## config.mk

```make
export PLATFORM = sky130hd
export DESIGN_NAME = cordic_operand_seq_flat
export DESIGN_NICKNAME = d
export VERILOG_FILES = /design/src/rtl/cordic_operand_seq_if.sv /design/src/rtl/cordic_operand_seq.sv /design/src/flat_wrapper.sv
export SDC_FILE = /design/constraint.sdc
export NUM_CORES = 1
export LEC_CHECK = 0
export ABC_AREA = 1
export ABC_CLOCK_PERIOD_IN_PS = 5000
export CAP_MARGIN = 20
export CORE_MARGIN = 4
export CORE_UTILIZATION = 55
export DETAILED_ROUTE_END_ITERATION = 12
export PLACE_DENSITY = 0.79
export RECOVER_POWER = 50
export SETUP_SLACK_MARGIN = 0.4
export SLEW_MARGIN = 40
export SYNTH_ARGS = -nofsm -noshare
export SYNTH_HDL_FRONTEND = slang
export SYNTH_SLANG_ARGS = --single-unit
```

## constraint.sdc

```tcl
create_clock -name clk_i -period 5 [get_ports clk_i]
set_input_delay 0.75 -clock clk_i [delete_from_list [all_inputs] [get_ports clk_i]]
set_output_delay 0.75 -clock clk_i [all_outputs]
set_load 0.03 [all_outputs]
```

## src/rtl/cordic_operand_seq_if.sv

```systemverilog
// Handshake bundle between the FU issue side and the operand sequencer.
// The request channel flows into the sequencer; the converted-pair channel
// flows out of it towards the CORDIC iteration engine.
interface cordic_operand_seq_if #(
    parameter int TAG_W = 3
);
    // Request channel (issue side -> sequencer)
    logic             req_valid_i;
    logic             req_ready_o;
    logic             req_two_op_i;
    logic [31:0]      op_a_i;
    logic [31:0]      op_b_i;
    logic [TAG_W-1:0] tag_i;

    // Converted-pair channel (sequencer -> CORDIC core)
    logic             out_valid_o;
    logic             out_ready_i;
    logic [63:0]      fix_a_o;
    logic [63:0]      fix_b_o;
    logic [1:0]       stat_a_o;
    logic [1:0]       stat_b_o;
    logic [TAG_W-1:0] tag_o;

    // Environment side: issues requests and consumes converted pairs
    modport master (
        output req_valid_i, req_two_op_i, op_a_i, op_b_i, tag_i, out_ready_i,
        input  req_ready_o, out_valid_o, fix_a_o, fix_b_o, stat_a_o, stat_b_o, tag_o
    );

    // Sequencer side
    modport slave (
        input  req_valid_i, req_two_op_i, op_a_i, op_b_i, tag_i, out_ready_i,
        output req_ready_o, out_valid_o, fix_a_o, fix_b_o, stat_a_o, stat_b_o, tag_o
    );
endinterface

```

## src/rtl/cordic_operand_seq.sv

```systemverilog
// Operand sequencer in front of the CORDIC core. Converts one or two FP32
// operands to Q32.32 through a single shared combinational converter,
// registers the results with range status and presents them as one pair.
module cordic_operand_seq #(
    parameter int TAG_W = 3
) (
    input  logic                 clk_i,
    input  logic                 rst_ni,
    input  logic                 flush_i,
    output logic                 busy_o,
    cordic_operand_seq_if.slave  bus
);
    localparam int FIX_W = 64;

    localparam logic [1:0] STAT_OK    = 2'b00;
    localparam logic [1:0] STAT_SAT   = 2'b01;
    localparam logic [1:0] STAT_UNDER = 2'b10;

    typedef enum logic [1:0] {
        IDLE,
        CONV_A,
        CONV_B,
        OUT
    } state_e;

    state_e state_q, state_d;

    logic             accept, cap_a, cap_b, clr_b;
    logic [31:0]      op_a_q, op_b_q;
    logic             two_op_q;
    logic [TAG_W-1:0] tag_q;
    logic [FIX_W-1:0] fix_a_q, fix_b_q;
    logic [1:0]       stat_a_q, stat_b_q;

    logic [31:0]      conv_op;
    logic             conv_sign;
    logic [7:0]       conv_exp;
    logic [22:0]      conv_man;
    logic [FIX_W-1:0] conv_ext, conv_mag, conv_fix;
    logic [1:0]       conv_stat;

    // State register
    always_ff @(posedge clk_i) begin
        // NOTE: sequential state uses non-blocking assignments so every
        // register samples pre-edge values regardless of block ordering.
        if (!rst_ni) state_q <= IDLE;
        else         state_q <= state_d;
    end

    // Next-state and per-state control strobes; flush overrides everything
    always_comb begin
        // NOTE: every output of this block is defaulted first so no path
        // leaves a signal unassigned and infers a latch.
        state_d         = state_q;
        accept          = 1'b0;
        cap_a           = 1'b0;
        cap_b           = 1'b0;
        clr_b           = 1'b0;
        bus.req_ready_o = 1'b0;
        bus.out_valid_o = 1'b0;
        unique case (state_q)
            IDLE: begin
                bus.req_ready_o = 1'b1;
                if (bus.req_valid_i) begin
                    accept  = 1'b1;
                    state_d = CONV_A;
                end
            end
            CONV_A: begin
                cap_a = 1'b1;
                if (two_op_q) begin
                    state_d = CONV_B;
                end else begin
                    clr_b   = 1'b1;
                    state_d = OUT;
                end
            end
            CONV_B: begin
                cap_b   = 1'b1;
                state_d = OUT;
            end
            OUT: begin
                bus.out_valid_o = 1'b1;
                if (bus.out_ready_i) state_d = IDLE;
            end
            default: state_d = IDLE;
        endcase
        if (flush_i) begin
            state_d = IDLE;
            accept  = 1'b0;
            cap_a   = 1'b0;
            cap_b   = 1'b0;
            clr_b   = 1'b0;
        end
    end

    // Shared FP32 -> Q32.32 converter, fed by whichever operand is in turn
    always_comb begin
        conv_op   = (state_q == CONV_B) ? op_b_q : op_a_q;
        conv_sign = conv_op[31];
        conv_exp  = conv_op[30:23];
        conv_man  = conv_op[22:0];
        conv_ext  = {40'd0, 1'b1, conv_man};
        conv_mag  = '0;
        conv_fix  = '0;
        conv_stat = STAT_OK;
        if (conv_exp == 8'd0) begin
            // zero or denormal: far below one LSB of Q32.32
            conv_stat = (conv_man != 23'd0) ? STAT_UNDER : STAT_OK;
        end else if (conv_exp >= 8'd158) begin
            // |f| >= 2^31 (including Inf/NaN) does not fit the integer part
            conv_fix  = conv_sign ? {1'b1, {(FIX_W-1){1'b0}}} : {1'b0, {(FIX_W-1){1'b1}}};
            conv_stat = STAT_SAT;
        end else if (conv_exp < 8'd95) begin
            conv_stat = STAT_UNDER;
        end else begin
            // {1,m} carries 23 fraction bits; Q32.32 wants 32, hence bias 127+23-32
            if (conv_exp >= 8'd118) conv_mag = conv_ext << (conv_exp - 8'd118);
            else                    conv_mag = conv_ext >> (8'd118 - conv_exp);
            conv_fix = conv_sign ? (~conv_mag + 64'd1) : conv_mag;
        end
    end

    // Operand capture at accept; these are always written before being read
    always_ff @(posedge clk_i) begin
        // NOTE: the operand holding registers are deliberately left out of
        // reset: the FSM never reads them before an accept has loaded them.
        if (accept) begin
            op_a_q   <= bus.op_a_i;
            op_b_q   <= bus.op_b_i;
            two_op_q <= bus.req_two_op_i;
        end
    end

    // Result and tag registers presented to the CORDIC core
    always_ff @(posedge clk_i) begin
        if (!rst_ni) begin
            tag_q    <= '0;
            fix_a_q  <= '0;
            fix_b_q  <= '0;
            stat_a_q <= STAT_OK;
            stat_b_q <= STAT_OK;
        end else begin
            if (accept) tag_q <= bus.tag_i;
            if (cap_a) begin
                fix_a_q  <= conv_fix;
                stat_a_q <= conv_stat;
            end
            if (cap_b) begin
                fix_b_q  <= conv_fix;
                stat_b_q <= conv_stat;
            end
            if (clr_b) begin
                fix_b_q  <= '0;
                stat_b_q <= STAT_OK;
            end
        end
    end

    assign bus.fix_a_o  = fix_a_q;
    assign bus.fix_b_o  = fix_b_q;
    assign bus.stat_a_o = stat_a_q;
    assign bus.stat_b_o = stat_b_q;
    assign bus.tag_o    = tag_q;
    assign busy_o       = (state_q != IDLE);
endmodule

```

## src/flat_wrapper.sv

```systemverilog
// flat-port wrapper written by rule: the top's interface ports become plain ports
module cordic_operand_seq_flat 
#(
    parameter int TAG_W = 3
)
  (clk_i, rst_ni, flush_i, busy_o, bus_req_valid_i, bus_req_two_op_i, bus_op_a_i, bus_op_b_i, bus_tag_i, bus_out_ready_i, bus_req_ready_o, bus_out_valid_o, bus_fix_a_o, bus_fix_b_o, bus_stat_a_o, bus_stat_b_o, bus_tag_o);
  cordic_operand_seq_if #(.TAG_W(TAG_W)) bus_i ();
  input  logic clk_i;
  input  logic rst_ni;
  input  logic flush_i;
  output logic busy_o;
  input wire logic [$bits(bus_i.req_valid_i)-1:0] bus_req_valid_i;
  input wire logic [$bits(bus_i.req_two_op_i)-1:0] bus_req_two_op_i;
  input wire logic [$bits(bus_i.op_a_i)-1:0] bus_op_a_i;
  input wire logic [$bits(bus_i.op_b_i)-1:0] bus_op_b_i;
  input wire logic [$bits(bus_i.tag_i)-1:0] bus_tag_i;
  input wire logic [$bits(bus_i.out_ready_i)-1:0] bus_out_ready_i;
  output wire logic [$bits(bus_i.req_ready_o)-1:0] bus_req_ready_o;
  output wire logic [$bits(bus_i.out_valid_o)-1:0] bus_out_valid_o;
  output wire logic [$bits(bus_i.fix_a_o)-1:0] bus_fix_a_o;
  output wire logic [$bits(bus_i.fix_b_o)-1:0] bus_fix_b_o;
  output wire logic [$bits(bus_i.stat_a_o)-1:0] bus_stat_a_o;
  output wire logic [$bits(bus_i.stat_b_o)-1:0] bus_stat_b_o;
  output wire logic [$bits(bus_i.tag_o)-1:0] bus_tag_o;
  assign bus_i.req_valid_i = bus_req_valid_i;
  assign bus_i.req_two_op_i = bus_req_two_op_i;
  assign bus_i.op_a_i = bus_op_a_i;
  assign bus_i.op_b_i = bus_op_b_i;
  assign bus_i.tag_i = bus_tag_i;
  assign bus_i.out_ready_i = bus_out_ready_i;
  assign bus_req_ready_o = bus_i.req_ready_o;
  assign bus_out_valid_o = bus_i.out_valid_o;
  assign bus_fix_a_o = bus_i.fix_a_o;
  assign bus_fix_b_o = bus_i.fix_b_o;
  assign bus_stat_a_o = bus_i.stat_a_o;
  assign bus_stat_b_o = bus_i.stat_b_o;
  assign bus_tag_o = bus_i.tag_o;
  cordic_operand_seq #(.TAG_W(TAG_W)) u_core (.clk_i(clk_i), .rst_ni(rst_ni), .flush_i(flush_i), .busy_o(busy_o), .bus(bus_i));
endmodule
```

==> impl_metrics.toml <==
[synthesis]
yosys_warnings = 0
synth-edff-count = 65
ys_ff_latch = 202
synthCells = 2460
synth_top_area_share_pct = 18.68
yosysTopAreaCell = "dfxtp_1"
ys_async_sr_fraction_pct = 0
synth_area_leaders = "dfxtp_1 19%, nand2_1 18%, nand3_1 18%, edfxtp_1 13%, nor2_1 8.9%"
synth_cell_types = 47
synth.avg_cell_area_sq_um = 5.969
synth_area_sq_um = 14680
syn_nets = 2543
synth_ff_type = "dfxtp_1"
synth_seq_area_share_pct = 31.97

[flow_run]
cap_viol_max_count = 1

[global_route]
grt_max_degree = 82
grt_usage_pct = 37.27
grt_pass1_vias = 16450
overflow = 0
antenna_found_initial = 0
grt_pass1_wl_um = 87890

[outcome]
violations = "max-capacitance violations, max-slew violations"
outcome = "finished, violations left"

[setup_path]
crit_fanout = 13
critPathRequiredTime_ps = 5430
crit_family = "simple AND/OR/NAND/NOR gates"
start_kind = "flop"
cp.buffers_inverters = 6
worstPathArrival_ps = 4980
cpMostUsedCell = "nand2_1"
path_class = "flop to flop"
slowest_delay_ps = 370
cp_slowest_cell = "dfxtp_4"
end_kind = "flop"

[placement]
placed_cell_area_sq_um = 17130
gp_congestion = 1.061
port_buffers = 210
hpwl_um = 41560
dp_cells = 2922

[clock_tree]
tritoncts.num_buffers = 22
hold_buffers = 0
htreeDepth = 1
clk_pin_slew_worst_paths_ps = 60
clk-insertion-delay-late_ps = 540
clock-sinks = 202
clockBufferDepth = 3
root_buffer = "clkbuf_16"
cts_tree = "done"

[finish]
drive_above_1_share_pct = 11.87
final_cells = 2989
area_delta_synth_final_pct = 28.32
num_antenna_cells = 0
nNetsFinal = 2721
design_area_sq_um = 18840

[timing]
holdWs_ps = 516.8
hold_violations = 0
fmax_mhz = 220.1
min_period_ps = 4544
fin_skew_ps = 17.13
max-slew-margin-rel_pct = -39.10
finalCritPeriodShare_pct = 90.88
setup_viol = 0
tightest_slew_ps = 2075
maxSlewViolCount = 52
rsz0062_at_grt = "true"
fin_tns_setup_ps = 0

[worst_hold_path]
holdCritPathClass = "flop to flop"

[route]
vias = 17950
drt_first_pass_iters = 8
wl_per_cell_um = 19.17
dr.first_iter.drc_count = 2754
antenna_left = 0
avgViaCountPerCell = 6.006
wl_um = 57290
drc = 0

[die]
io_pins = 211
die_y_um = 171.4
die-area_sq_um = 29380
die_w_um = 171.4
rows = 59
start_util_pct = 56.19
core-area_sq_um = 26130

[power]
powerDensity_nw_per_um2 = 340.1
ir_drop_mv = 0.3095
leakagePower_nw = 9.353
-- Yosys cell counts (all sizes together), types with 2 or more instances --
library cell	number
a21oi	40
a31oi	2
and2	2
buf	57
clkbuf	79
clkinv	5
dfxtp	137
edfxtp	65
ha	10
inv	244
mux2i	4
nand2	705
nand3	521
nand3b	7
nand4	48
nor2	361
nor3	15
nor4	5
o211ai	25
o21a	2
o21ai	92
o21bai	4
o22ai	3
o31ai	6
or2	12
xor2	2
-- per-layer routing --
metal,part of all wire [%],GRT usage [%],up-vias
li1,-,-,8384
met1,40,50.95,8203
met2,44,58.67,1195
met3,12,9.147,171
met4,3.3,11.37,0
met5,0,0,-
-- per-stage QoR --
| step | utilization [%] | total power [mW] | worst slack [ps] |
|---|---|---|---|
| after floorplan | - | 3.554 | 837.3 |
| after global placement | 65.45 | 4.288 | 141.6 |
| after detailed placement | 65.55 | 4.322 | 179.4 |
| after CTS | 69.22 | 6.101 | 423.1 |
| after global routing | 72.11 | 6.711 | 181.1 |
| final | 72.11 | 6.408 | 456.1 |
-- where the power goes --
part	total [mW]	switching [mW]	internal, mW
Combinational	2.88	2.00	0.879
Clock	1.72	0.708	1.01
Sequential	1.81	0.0354	1.77
Total	6.41	2.74	3.67
-- what timing repair did --
action,4_1_cts,5_1_grt
endpoints found under the setup margin,104,119
buffers inserted,1,23
resized for setup,46,151
pin swaps,2,29
gates cloned,2,1
-- sequential cells by signal, summed over array words and instances (netlist names) --
name and count:
u_core.bus.stat_b_o 2, u_core.bus.tag_o 3, u_core.bus.fix_a_o 64, u_core.bus.stat_a_o 2
u_core.op_b_q 32, u_core.bus.fix_b_o 64, u_core.two_op_q 1, u_core.state_q 2
u_core.op_a_q 32
-- worst reg2reg max path, delay by kind of cell, from the launching register on --
family                     cells  cell delay, ps
and+or+nand+nor               21            2390
buffers and inverters          6             700
adders and majority gates      3             580
AOI/OAI and AO/OA              3             390
DFF                            1             370
-- kinds of logic after synthesis --
logic type	Yosys count	share of synthesized area (%)
compound gates	178	6.996
xor+xnor	3	0.1790
fa+ha+maj	10	0.8521
buf+inv	385	10.33
flops	202	31.97
mux	4	0.2727
simple gates	1678	49.40
-- final cells by class --
cell class	count	area (sq um)
clock inverters	8	92.59
inverters	249	963.4
well taps	335	419.2
flip-flops and latches	202	4698
fillers	2168	7289
repair buffers	287	2788
clock buffers	32	686.9
multi-input cells	1876	9195
-- final timing paths --
check        slack, ps                      to                    from  cells after the start
max reg2reg        460  u_core.bus.fix_b_o[12]       u_core.state_q[0]                     33
min reg2reg        520  u_core.bus.fix_b_o[12]  u_core.bus.fix_b_o[12]                      2
max                460  u_core.bus.fix_b_o[12]       u_core.state_q[0]                     33
min                520  u_core.bus.fix_b_o[12]  u_core.bus.fix_b_o[12]                      2
-- placed cells by master, fill, tap and decap left out, drive strengths merged --
master	instances
xnor2	1
dfxtp	137
nor2	364
ha	10
clkinvlp	5
inv	242
o31ai	6
a21boi	1
and2	2
a31oi	2
o21ai	92
a211oi	1
a21o	1
edfxtp	65
o21a	2
o211ai	25
a21oi	40
mux2i	4
o41ai	1
nor4	5
nand2	705
o21bai	4
clkdlybuf4s50	58
nor3b	1
clkbuf	33
clkinv	9
nand4	48
or2	12
xor2	2
dlygate4sd3	152
nor3	15
bufinv	1
o22ai	3
buf	76
nand3b	7
and3	1
nand3	521
Note: power is estimated with default switching activity, not from simulation.
